### src/rtl/morra_scoreboard.sv
// Morra Cinese scoreboard: per-game round tallies, best-of-N match
// tracking and a PLAY-phase watchdog, fed by the game FSM's registered outputs.
module morra_scoreboard #(
  parameter int CNT_W       = 5,
  parameter int MATCH_GAMES = 3,
  parameter int TIMEOUT_CYC = 64
) (
  input  logic             clk,
  input  logic             rst,
  input  logic             START,
  input  logic             MATCH_CLR,
  input  logic [1:0]       ROUND,
  input  logic [1:0]       GAME,
  output logic [CNT_W-1:0] P1_ROUNDS,
  output logic [CNT_W-1:0] P2_ROUNDS,
  output logic [CNT_W-1:0] DRAWS,
  output logic [CNT_W-1:0] INVALIDS,
  output logic             GAME_DONE,
  output logic [1:0]       LAST_GAME,
  output logic [3:0]       P1_GAMES,
  output logic [3:0]       P2_GAMES,
  output logic [1:0]       MATCH,
  output logic             MATCH_DONE,
  output logic             TIMEOUT_ERR,
  output logic             BUSY
);

  localparam int WIN_TARGET = MATCH_GAMES / 2 + 1;
  localparam int WD_W       = $clog2(TIMEOUT_CYC);

  localparam logic [WD_W-1:0]  WD_LAST = WD_W'(TIMEOUT_CYC - 1);
  localparam logic [CNT_W-1:0] CNT_MAX = {CNT_W{1'b1}};
  localparam logic [3:0]       WIN_T   = 4'(WIN_TARGET);
  localparam logic [3:0]       MG_T    = 4'(MATCH_GAMES);

  localparam logic [1:0] S_IDLE = 2'd0;
  localparam logic [1:0] S_SKIP = 2'd1;
  localparam logic [1:0] S_PLAY = 2'd2;
  localparam logic [1:0] S_DONE = 2'd3;

  logic [1:0]       r_state;
  logic [WD_W-1:0]  r_wd;
  logic [CNT_W-1:0] r_p1r;
  logic [CNT_W-1:0] r_p2r;
  logic [CNT_W-1:0] r_drw;
  logic [CNT_W-1:0] r_inv;
  logic             r_gdone;
  logic [1:0]       r_last;
  logic [3:0]       r_p1g;
  logic [3:0]       r_p2g;
  logic [3:0]       r_gp;
  logic [1:0]       r_match;
  logic             r_mdone;
  logic             r_terr;
  logic             r_busy;

  logic [1:0]       w_state;
  logic [WD_W-1:0]  w_wd;
  logic [CNT_W-1:0] w_p1r;
  logic [CNT_W-1:0] w_p2r;
  logic [CNT_W-1:0] w_drw;
  logic [CNT_W-1:0] w_inv;
  logic             w_gdone;
  logic [1:0]       w_last;
  logic [3:0]       w_p1g;
  logic [3:0]       w_p2g;
  logic [3:0]       w_gp;
  logic [1:0]       w_match;
  logic             w_mdone;
  logic             w_terr;
  logic             w_busy;

  logic [3:0]       w_p1g_inc;
  logic [3:0]       w_p2g_inc;
  logic [3:0]       w_gp_inc;
  logic             w_mend;
  logic [1:0]       w_mres;

  function automatic logic [CNT_W-1:0] sat_inc(
    input logic [CNT_W-1:0] v
  );
    return (v == CNT_MAX) ? v : v + 1'b1;
  endfunction

  // Tally as it would look if the sampled GAME result were accepted
  assign w_p1g_inc = r_p1g + {3'b000, GAME == 2'b01};
  assign w_p2g_inc = r_p2g + {3'b000, GAME == 2'b10};
  assign w_gp_inc  = r_gp + 4'd1;

  assign w_mend = (w_p1g_inc >= WIN_T) ||
                  (w_p2g_inc >= WIN_T) ||
                  (w_gp_inc >= MG_T);

  always_comb begin
    w_mres = 2'b11;
    if (w_p1g_inc > w_p2g_inc) begin
      w_mres = 2'b01;
    end else if (w_p2g_inc > w_p1g_inc) begin
      w_mres = 2'b10;
    end
  end

  always_comb begin
    w_state = r_state;
    w_wd    = r_wd;
    w_p1r   = r_p1r;
    w_p2r   = r_p2r;
    w_drw   = r_drw;
    w_inv   = r_inv;
    w_gdone = 1'b0;
    w_last  = r_last;
    w_p1g   = r_p1g;
    w_p2g   = r_p2g;
    w_gp    = r_gp;
    w_match = r_match;
    w_mdone = r_mdone;
    w_terr  = r_terr;

    if (START) begin
      w_state = S_SKIP;
      w_p1r   = '0;
      w_p2r   = '0;
      w_drw   = '0;
      w_inv   = '0;
      w_last  = 2'b00;
      w_terr  = 1'b0;
      if (r_mdone) begin
        w_p1g   = 4'd0;
        w_p2g   = 4'd0;
        w_gp    = 4'd0;
        w_match = 2'b00;
        w_mdone = 1'b0;
      end
    end else begin
      unique case (r_state)
        S_SKIP: begin
          w_state = S_PLAY;
          w_wd    = '0;
        end
        S_PLAY: begin
          if (GAME == 2'b00) begin
            unique case (ROUND)
              2'b01:   w_p1r = sat_inc(r_p1r);
              2'b10:   w_p2r = sat_inc(r_p2r);
              2'b11:   w_drw = sat_inc(r_drw);
              default: w_inv = sat_inc(r_inv);
            endcase
            if (r_wd == WD_LAST) begin
              w_terr  = 1'b1;
              w_state = S_IDLE;
            end else begin
              w_wd = r_wd + 1'b1;
            end
          end else begin
            w_last  = GAME;
            w_gdone = 1'b1;
            w_state = S_DONE;
            w_p1g   = w_p1g_inc;
            w_p2g   = w_p2g_inc;
            w_gp    = w_gp_inc;
            if (w_mend) begin
              w_mdone = 1'b1;
              w_match = w_mres;
            end
          end
        end
        S_IDLE: ;
        S_DONE: ;
      endcase
    end

    // Clearing the match overrides any tally update taken this cycle
    if (MATCH_CLR) begin
      w_p1g   = 4'd0;
      w_p2g   = 4'd0;
      w_gp    = 4'd0;
      w_match = 2'b00;
      w_mdone = 1'b0;
    end

    w_busy = (w_state == S_SKIP) || (w_state == S_PLAY);
  end

  always_ff @(posedge clk) begin
    if (rst) begin
      r_state <= S_IDLE;
      r_wd    <= '0;
      r_p1r   <= '0;
      r_p2r   <= '0;
      r_drw   <= '0;
      r_inv   <= '0;
      r_gdone <= 1'b0;
      r_last  <= 2'b00;
      r_p1g   <= 4'd0;
      r_p2g   <= 4'd0;
      r_gp    <= 4'd0;
      r_match <= 2'b00;
      r_mdone <= 1'b0;
      r_terr  <= 1'b0;
      r_busy  <= 1'b0;
    end else begin
      r_state <= w_state;
      r_wd    <= w_wd;
      r_p1r   <= w_p1r;
      r_p2r   <= w_p2r;
      r_drw   <= w_drw;
      r_inv   <= w_inv;
      r_gdone <= w_gdone;
      r_last  <= w_last;
      r_p1g   <= w_p1g;
      r_p2g   <= w_p2g;
      r_gp    <= w_gp;
      r_match <= w_match;
      r_mdone <= w_mdone;
      r_terr  <= w_terr;
      r_busy  <= w_busy;
    end
  end

  assign P1_ROUNDS   = r_p1r;
  assign P2_ROUNDS   = r_p2r;
  assign DRAWS       = r_drw;
  assign INVALIDS    = r_inv;
  assign GAME_DONE   = r_gdone;
  assign LAST_GAME   = r_last;
  assign P1_GAMES    = r_p1g;
  assign P2_GAMES    = r_p2g;
  assign MATCH       = r_match;
  assign MATCH_DONE  = r_mdone;
  assign TIMEOUT_ERR = r_terr;
  assign BUSY        = r_busy;

endmodule
### config.mk
export PLATFORM = sky130hd
export DESIGN_NAME = morra_scoreboard
export DESIGN_NICKNAME = d
export VERILOG_FILES = /design/src/rtl/morra_scoreboard.sv
export SDC_FILE = /design/constraint.sdc
export NUM_CORES = 1
export LEC_CHECK = 0
export ABC_AREA = 1
export CAP_MARGIN = 15
export CORE_MARGIN = 1.5
export CORE_UTILIZATION = 67
export DETAILED_ROUTE_END_ITERATION = 10
export DONT_BUFFER_PORTS = 1
export GPL_ROUTABILITY_DRIVEN = 0
export HOLD_SLACK_MARGIN = 0.1
export PLACE_DENSITY = 0.9
export SYNTH_ARGS = -nofsm -noshare
export SYNTH_HDL_FRONTEND = slang
export SYNTH_SLANG_ARGS = --single-unit
### constraint.sdc
create_clock -name clk -period 3.3 [get_ports clk]
set_input_delay 0.495 -clock clk [delete_from_list [all_inputs] [get_ports clk]]
set_output_delay 0.495 -clock clk [all_outputs]
set_load 0.01 [all_outputs]
==> flow_summary.toml, run 1 <==
[pwr]
p_clk_frac = 0.415
peakVddDrop_uv = 324
p_per_area_mw_per_mm2 = 411
switching_share = 0.224
power_frac_comb = 0.048
power_frac_seq = 0.537
leakage_uw = 0.00114
switchingPower_uw = 245
finalPower_uw = 1090
p_int_uw = 847

[layout]
fillers = 251
final_nets = 369
final_util = 0.772
n_antenna_cell = 0
drive_gt1_frac = 0.0880
synthToLayoutAreaGrowth_pct = 6.47

[min_path]
hp-class = "input pin to register"

[global_route]
grt_max_degree = 16
track_usage = 0.269
grt.overflow.total = 0
grt_pass1_vias = 2086
antenna_found_initial = 0
grt_pass1_wl_um = 8740

[clock_network]
post-cts-setup-buffers = 0
path_clk_slew_ns = 0.10
insertion_delay_ns = 0.31
post_cts_hold_buffer_count = 0
cts_resized = 0
cts_root_buffer = "clkbuf_8"
htree_levels = 2
cts_buffers = 5
tritoncts = "yes"
cts_max_path_buffers = 2
cts_sinks = 48

[timing]
finalCritPeriodShare = 0.617
rsz0062_at_grt = "false"
fin_worst_skew_ns = 0.0154
report.final.slew_viol_count = 0
fin_crit_ns = 2.04
hold_viol = 0
tightest_slew_ns = 0.629
setup_viol_count_final = 0
fmax_mhz = 491
setup_tns_ns = 0
max_slew_margin = 0.581

[setup_path]
reg2reg_depth = 12
crit_end = "MATCH[0]"
crit_required_ns = 3.49
startpoint_type = "register"
critPathLaunch = "P1_GAMES[0]"
reg2reg_from = "P1_GAMES[0]"
cp-end-kind = "register"
criticalPathCategory = "register to register"
worstPathArrival_ns = 2.23
reg2reg_slack_ns = 1.26
reg2reg_to = "MATCH[0]"
crit_path_max_fanout = 3
slowest_delay_ns = 0.38
cp_slowest_cell = "dfxtp_1"
path_cells = "ha_1 > ha_1 > inv_1 > nand2_1 > nand2_1 > inv_1 > ha_1 > nand2_1 > o21ai_0 > o21ai_0 > nand3_1 > a21oi_1"

[logic_synthesis]
ys_top_cells_by_count = "nand2_1, dfxtp_1, inv_1, nor2_1, a21oi_1"
synth_top_area_frac = 0.385
async_flop_share = 0
synth-compound-area-share = 0.132
netlist_area_mm2 = 0.00249
synth_top_area_cell = "dfxtp_1"
synth_warnings = 0
yosysUniqueCellTypes = 32
ys_seq_elements = 48
synth_fa_ha_area_frac = 0.105
synth-edff-count = 0
synth_cells = 337
syn_nets = 366
yosys.area_share.simple = 0.285
synth_flop_cell = "dfxtp_1"
synthXorXnorAreaFrac = 0.00351
synthMuxAreaShare = 0
synth.avg_cell_area_um2 = 7.40
post-synth-top-count-cell = "nand2_1"
synth.top_cells.by_area = "dfxtp_1, ha_1, nand2_1"
synth_top_family_by_area = "simple AND/OR/NAND/NOR gates"
yosysSeqAreaShare = 0.385

[job]
maxCapViolations = 0

[floorplanning]
ioPinCount = 44
initial_core_util = 0.725
rows = 21
fp.dieW_um = 64.0
fp.dieH_um = 64.0
die_area_mm2 = 0.00410
coreArea_mm2 = 0.00344

[route]
viasPerCell = 5.57
firstDrtPassIters = 4
ant_nets = 0
routedWlPerCell_um = 13.2
routed_wl_um = 5130
drt_iter0_drc = 145
drc = 0
num_vias = 2154

[placed_design]
io_buffers = 0
place_hpwl_um = 3710

[status]
status = "completed"
[flip-flops by register name (all words and copies together) (netlist names)]
| signal | flops |
|---|---|
| BUSY | 1 |
| DRAWS | 5 |
| GAME_DONE | 1 |
| INVALIDS | 5 |
| LAST_GAME | 2 |
| MATCH | 2 |
| MATCH_DONE | 1 |
| P1_GAMES | 4 |
| P1_ROUNDS | 5 |
| P2_GAMES | 4 |
| P2_ROUNDS | 5 |
| TIMEOUT_ERR | 1 |
| r_gp | 4 |
| r_state | 2 |
| r_wd | 6 |
[through the flow]
stage	area, um2	cells	setup slack, ns	hold WS [ns]
floorplan	2490	337	1.28	0.439
global placement	2530	379	1.20	0.449
detailed placement	2530	379	1.15	0.454
CTS	2660	387	1.28	0.233
global route	2660	387	1.11	0.231
finish	2660	387	1.26	0.242
[placed cells by master, fill, tap and decap left out, types with 2 or more instances in the layout]
| master | n |
|---|---|
| ha_1 | 21 |
| nor2_1 | 42 |
| o21ai_0 | 16 |
| o21ai_1 | 4 |
| or2_0 | 2 |
| nand4_2 | 2 |
| nor2_4 | 2 |
| nand3_2 | 2 |
| a21oi_1 | 37 |
| o21a_1 | 2 |
| clkbuf_8 | 6 |
| dfxtp_1 | 48 |
| nand4_1 | 2 |
| nand2_1 | 58 |
| nand2_4 | 5 |
| inv_2 | 4 |
| nor3_1 | 17 |
| nand3_1 | 11 |
| inv_1 | 45 |
| nor3b_1 | 2 |
[area by class of cell]
cell class | instances | area (um2) | share of cell area
repair buffers | 1 | 7.51 | 0.00283
flip-flops and latches | 48 | 961 | 0.362
clock inverters | 2 | 38.8 | 0.0146
clock buffers | 6 | 82.6 | 0.0311
well taps | 46 | 57.6 | 0.0217
inverters | 51 | 195 | 0.0735
multi-input cells | 233 | 1310 | 0.495
[worst min path at each step]
stage                     startpoint    endpoint  slack [ns]  depth (start not counted)
final                            rst     r_wd[1]        0.24                          1
after global placement       r_gp[3]     r_gp[3]        0.45                          2
after global routing             rst  r_state[0]        0.23                          1
after floorplan              r_gp[3]     r_gp[3]        0.44                          2
after detailed placement     r_gp[3]     r_gp[3]        0.45                          2
after CTS                        rst     r_wd[1]        0.23                          1
[power groups by stage]
| stage | clock [uW] | sequential, uW | combinational, uW |
|---|---|---|---|
| 6_report | 453 | 586 | 52.8 |
| 3_5_place_dp | 0 | 599 | 51.8 |
| 2_1_floorplan | 0 | 599 | 41.7 |
| 3_3_place_gp | 0 | 599 | 49.7 |
| 4_1_cts | 456 | 586 | 52.4 |
| 5_1_grt | 483 | 586 | 59.4 |
[cells by family after synthesis]
logic type | count (synthesis)
buffers and inverters | 56
flip-flops | 48
AND/OR/NAND/NOR | 148
AO/OA/AOI/OAI | 63
XOR/XNOR | 1
adder cells (fa/ha/maj) | 21
[metal layers]
metal / vias up / global-route usage / part of all wire
met5: - / 0 / 0
met3: 15 / 0.0827 / 0.072
met2: 71 / 0.473 / 0.47
met1: 973 / 0.303 / 0.43
met4: 0 / 0.103 / 0.024
li1: 1095 / - / -
[worst max-delay path: cells and delay by family (launching register included)]
| kind | cells | cell delay, ns |
|---|---|---|
| DFF | 1 | 0.38 |
| and+or+nand+nor | 4 | 0.32 |
| adders and majority gates | 3 | 0.72 |
| buffers and inverters | 2 | 0.11 |
| AOI/OAI and AO/OA | 3 | 0.38 |
Power figures use the tool's default switching activity.
==> run 2, diff against run 1 <==
--- a/config.mk
+++ b/config.mk
@@ -8,12 +8,12 @@
 export ABC_AREA = 1
 export CAP_MARGIN = 15
 export CORE_MARGIN = 1.5
-export CORE_UTILIZATION = 67
+export CORE_UTILIZATION = 63
 export DETAILED_ROUTE_END_ITERATION = 10
 export DONT_BUFFER_PORTS = 1
 export GPL_ROUTABILITY_DRIVEN = 0
 export HOLD_SLACK_MARGIN = 0.1
-export PLACE_DENSITY = 0.9
+export PLACE_DENSITY = 0.86
 export SYNTH_ARGS = -nofsm -noshare
 export SYNTH_HDL_FRONTEND = slang
 export SYNTH_SLANG_ARGS = --single-unit
==> constraint.sdc (replaced) <==
create_clock -name clk -period 2.1 [get_ports clk]
set_input_delay 0.315 -clock clk [delete_from_list [all_inputs] [get_ports clk]]
set_output_delay 0.315 -clock clk [all_outputs]
set_load 0.01 [all_outputs]
==> run 2 against run 1 <==
Against the previous run:
- cell area is 0.71% higher
- worst hold slack got worse by 0.050 ns
- fmax up 6.0%
==> flow_summary.toml, run 2 (synthesis results as in run 1) <==
[layout]
final_common_cell = "nand2_1"
synthToLayoutAreaGrowth_pct = 7.22
final_nets = 373
largest_register = "r_wd"
n_antenna_cell = 0
final_cell_area_mm2 = 0.00268
largest_reg_flops = 6
drive_gt1_frac = 0.101
layout_common_cells = "nand2_1, dfxtp_1, inv_1"

[global_route]
grt.overflow.total = 0
grt_max_degree = 15
grt_pass1_vias = 2040
grt_pass1_wl_um = 8640
track_usage = 0.256
antenna_found_initial = 0

[clock_network]
insertion_delay_ns = 0.30
cts_max_path_buffers = 2
cts_sinks = 48
cts_buffers = 5
path_clk_slew_ns = 0.09
htree_levels = 2
cts_root_buffer = "clkbuf_8"
tritoncts = "yes"

[timing]
rsz0062_at_grt = "false"
setup_tns_ns = 0
finalCritPeriodShare = 0.914
fin_worst_skew_ns = 0.00789
setup_viol_count_final = 0
max_slew_margin = 0.628
fmax_mhz = 521
report.final.slew_viol_count = 0
hold_viol = 0
tightest_slew_ns = 0.555
fin_crit_ns = 1.92

[setup_path]
crit_required_ns = 2.28
worst_path_most_repeated_cell = "nand2_1"
slowest_delay_ns = 0.35
path_cells = "ha_2 > ha_1 > inv_1 > nand2_1 > nand2_1 > inv_1 > ha_1 > nand2_1 > o21ai_2 > o21ai_0 > nand3_1 > a21oi_1"
worstPathArrival_ns = 2.10
startpoint_type = "register"
crit_path_max_fanout = 3
critPathBufInv = 2
criticalPathCategory = "register to register"
cp-end-kind = "register"
crit_family = "adder cells"
cp_slowest_cell = "dfxtp_2"

[floorplanning]
die_area_mm2 = 0.00435
fp.dieW_um = 65.9
fp.dieH_um = 65.9
ioPinCount = 44
rows = 22
initial_core_util = 0.666
coreArea_mm2 = 0.00374

[min_path]
hp-class = "input pin to register"

[route]
routed_wl_um = 4930
firstDrtPassIters = 7
routedLengthMet1_um = 2210
ant_nets = 0
wl_met2_um = 2290
top_layer = "met4"
drt_iter0_drc = 120
viasPerCell = 5.37
drc = 0
wl_met3_um = 346
num_vias = 2112
routedWlPerCell_um = 12.5

[pwr]
power_frac_seq = 0.584
switchingPower_uw = 365
switching_share = 0.231
p_clk_frac = 0.361
power_frac_comb = 0.056
p_per_area_mw_per_mm2 = 590
p_int_uw = 1210
leakage_uw = 0.00114
peakVddDrop_uv = 379

[placed_design]
place_hpwl_um = 3650
io_buffers = 0
post_dp_cell_area_mm2 = 0.00255

[status]
status = "completed"

[job]
maxCapViolations = 0
## run 2: cell types whose count changed in the layout (fill, tap and decap cells not counted), sizes merged
cell,delta
dlygate4sd3,+2
clkinv,-1
clkinvlp,+1
bufinv,-1
buf,+2
clkbuf,+1
## run 2: worst paths after layout
kind | from | endpoint | slack [ns] | cells past startpoint
worst min register to register | r_gp[3] | r_gp[3] | 0.48 | 2
worst min-delay path | rst | BUSY | 0.19 | 3
worst max register to register | P1_GAMES[0] | MATCH[0] | 0.18 | 12
worst max-delay path | P1_GAMES[0] | MATCH[0] | 0.18 | 12
## run 2: layout make-up
class / instances / area [um2]
Timing Repair Buffer: 5 / 42.5
Clock inverter: 1 / 7.51
Fill cell: 292 / 1070
Multi-Input combinational cell: 233 / 1320
Clock buffer: 7 / 86.3
Tap cell: 48 / 60.1
Sequential cell: 48 / 963
Inverter: 51 / 195
## run 2: power by group through the flow
| stage | combinational (uW) | clock (uW) | sequential [uW] |
|---|---|---|---|
| after floorplan | 65.5 | 0 | 941 |
| after global placement | 79.4 | 0 | 942 |
| after detailed placement | 81.5 | 0 | 942 |
| after CTS | 86.1 | 580 | 921 |
| after global routing | 98.7 | 619 | 922 |
| final | 87.8 | 569 | 920 |
## run 2: per-layer routing
| metal | GRT usage | up-vias |
|---|---|---|
| met5 | 0 | - |
| met4 | 0.0842 | 0 |
| met3 | 0.0937 | 11 |
| met2 | 0.439 | 54 |
| met1 | 0.294 | 945 |
| li1 | - | 1102 |
## run 2: worst min-delay path, stage by stage
cell	delay [ns]
inv_1	0.03
nand2_1	0.07
a21oi_1	0.04
## run 2: what timing repair did
item | in CTS | in global routing
buffers inserted | 0 | 0
setup endpoints to repair | 0 | 2
hold buffers | 2 | 0
resized for setup | 0 | 5
endpoints found under the hold margin | 3 | 0
## run 2: per-stage QoR
stage                     worst slack [ns]  hold WS [ns]  power [uW]  utilization  std cells
after floorplan                      0.263         0.384        1010            -        337
after global placement               0.182         0.387        1020        0.682        383
after detailed placement             0.118         0.388        1020        0.682        383
after CTS                         0.000536         0.181        1590        0.712        393
after global routing                0.0140         0.184        1640        0.715        393
final                                0.180         0.192        1580        0.715        393
==> run 3, diff against run 2 <==
--- a/config.mk
+++ b/config.mk
@@ -12,8 +12,9 @@
 export DETAILED_ROUTE_END_ITERATION = 10
 export DONT_BUFFER_PORTS = 1
 export GPL_ROUTABILITY_DRIVEN = 0
+export GPL_TIMING_DRIVEN = 0
 export HOLD_SLACK_MARGIN = 0.1
-export PLACE_DENSITY = 0.86
+export PLACE_DENSITY = 0.82
 export SYNTH_ARGS = -nofsm -noshare
 export SYNTH_HDL_FRONTEND = slang
 export SYNTH_SLANG_ARGS = --single-unit
==> run 3 against run 2 <==
Against the previous run:
- via count is 0.80% higher
- clock power is 6.2% lower
- routed wire length is 1.2% higher
- power is 2.3% lower
- critical endpoint unchanged
- worst hold slack worse by 0.0014 ns
- flip-flop and latch count stayed put
- cell area is 0.61% lower
- first-iteration DRC count is 3.3% lower
==> flow_summary.toml, run 3 (synthesis results as in run 1) <==
[route]
drc = 0
num_vias = 2129
firstDrtPassIters = 4
routedWlPerCell_um = 12.7
ant_nets = 0
routed_wl_um = 4990
drt_iter0_drc = 116
viasPerCell = 5.40

[clock_network]
htree_levels = 2
tritoncts = "yes"
cts_sinks = 48
cts_buffers = 5
cts_root_buffer = "clkbuf_8"
cts_max_path_buffers = 2
insertion_delay_ns = 0.31
path_clk_slew_ns = 0.09

[pwr]
power_frac_comb = 0.056
p_per_area_mw_per_mm2 = 580
power_frac_seq = 0.597
leakage_uw = 0.00114
switchingPower_uw = 371
p_int_uw = 1170
switching_share = 0.241
peakVddDrop_uv = 461
p_clk_frac = 0.346

[layout]
largest_register = "r_wd"
final_common_cell = "nand2_1"
layout_common_cells = "nand2_1, dfxtp_1, inv_1"
n_antenna_cell = 0
synthToLayoutAreaGrowth_pct = 6.57
largest_reg_flops = 6
drive_gt1_frac = 0.0925
final_nets = 375

[timing]
report.final.slew_viol_count = 0
fin_hold_ws_ns = 0.190
max_slew_margin = 0.686
fin_crit_ns = 1.94
hold_viol = 0
setup_tns_ns = 0
tightest_slew_ns = 0.471
setup_ws_ns = 0.156
fmax_mhz = 514
fin_worst_skew_ns = 0.0109
rsz0062_at_grt = "false"
finalCritPeriodShare = 0.926
setup_viol_count_final = 0

[setup_path]
criticalPathCategory = "register to register"
worst_path_most_repeated_cell = "ha_1"
crit_path_max_fanout = 3
reg2reg_from = "P1_GAMES[0]"
critPathBufInv = 2
cp_slowest_cell = "dfxtp_1"
crit_required_ns = 2.27
worstPathArrival_ns = 2.11
cp-end-kind = "register"
reg2reg_to = "MATCH[0]"
reg2reg_slack_ns = 0.16
reg2reg_depth = 12
path_cells = "ha_1 > ha_1 > inv_1 > nand2_1 > nand2_2 > inv_1 > ha_1 > nand2_1 > o21ai_1 > o21ai_1 > nand3_1 > a21oi_1"
slowest_delay_ns = 0.37
crit_family = "adder cells"
startpoint_type = "register"

[floorplanning]
coreArea_mm2 = 0.00374
initial_core_util = 0.666
ioPinCount = 44
die_area_mm2 = 0.00435
rows = 22
fp.dieH_um = 65.9
fp.dieW_um = 65.9

[placed_design]
pre_cts_ws_ns = 0.0636
place_hpwl_um = 3690
io_buffers = 0

[global_route]
track_usage = 0.248
grt.overflow.total = 0
grt_pass1_vias = 1960
grt_max_degree = 15
grt_pass1_wl_um = 8300
antenna_found_initial = 0

[min_path]
holdPathEnd = "BUSY"
worstHoldStart = "rst"
hold_depth = 3
hp-class = "input pin to register"

[status]
status = "completed"

[job]
maxCapViolations = 0
## run 3: area by class of cell
| cell class | count | area [um2] |
|---|---|---|
| inverters | 51 | 195 |
| clock buffers | 5 | 68.8 |
| repair buffers | 2 | 20.0 |
| multi-input cells | 233 | 1320 |
| plain buffers | 5 | 25.0 |
| well taps | 48 | 60.1 |
| fillers | 307 | 1080 |
| clock inverters | 2 | 12.5 |
| flip-flops and latches | 48 | 961 |
## run 3: what timing repair did
item	in CTS	in global routing
setup buffers	0	0
hold buffers	2	0
gates resized for setup	0	3
endpoints found under the setup margin	0	2
endpoints found under the hold margin	3	0
## run 3: power by group through the flow
stage / Combinational, uW / Sequential, uW / Clock [uW]
after global placement: 78.4 / 942 / 0
final: 86.7 / 920 / 534
after global routing: 99.0 / 921 / 574
after detailed placement: 80.5 / 942 / 0
after CTS: 84.9 / 920 / 544
after floorplan: 65.5 / 941 / 0
## run 3: worst max path at each step
stage	start	end	slack [ns]	cells after the start
3_3_place_gp	GAME[0]	MATCH[0]	0.07	14
3_5_place_dp	GAME[0]	MATCH[0]	0.06	14
4_1_cts	P1_GAMES[0]	MATCH[0]	0.06	12
2_1_floorplan	GAME[0]	MATCH[0]	0.26	14
6_report	P1_GAMES[0]	MATCH[0]	0.16	12
5_1_grt	P1_GAMES[0]	MATCH[0]	0.004	12
## run 3: stage by stage
stage,utilization,power (uW),instance area (um2),instances
final,0.710,1540,2660,394
after global routing,0.710,1590,2660,394
after CTS,0.710,1550,2660,394
after detailed placement,0.682,1020,2550,385
after global placement,0.682,1020,2550,385
after floorplan,-,1010,2490,337
## run 3: per-layer routing
metal,GRT usage,up-vias,routed length [um]
met5,0,-,0
met3,0.0869,6,339
li1,-,1110,-
met2,0.420,55,2260
met4,0.0842,0,70
met1,0.292,958,2320
## run 3: worst register-to-register path: stages (launching register included)
cell,delay [ns]
dfxtp_1,0.37
ha_1,0.25
ha_1,0.20
inv_1,0.05
nand2_1,0.05
nand2_2,0.10
inv_1,0.05
ha_1,0.26
nand2_1,0.06
o21ai_1,0.16
o21ai_1,0.09
nand3_1,0.09
a21oi_1,0.07
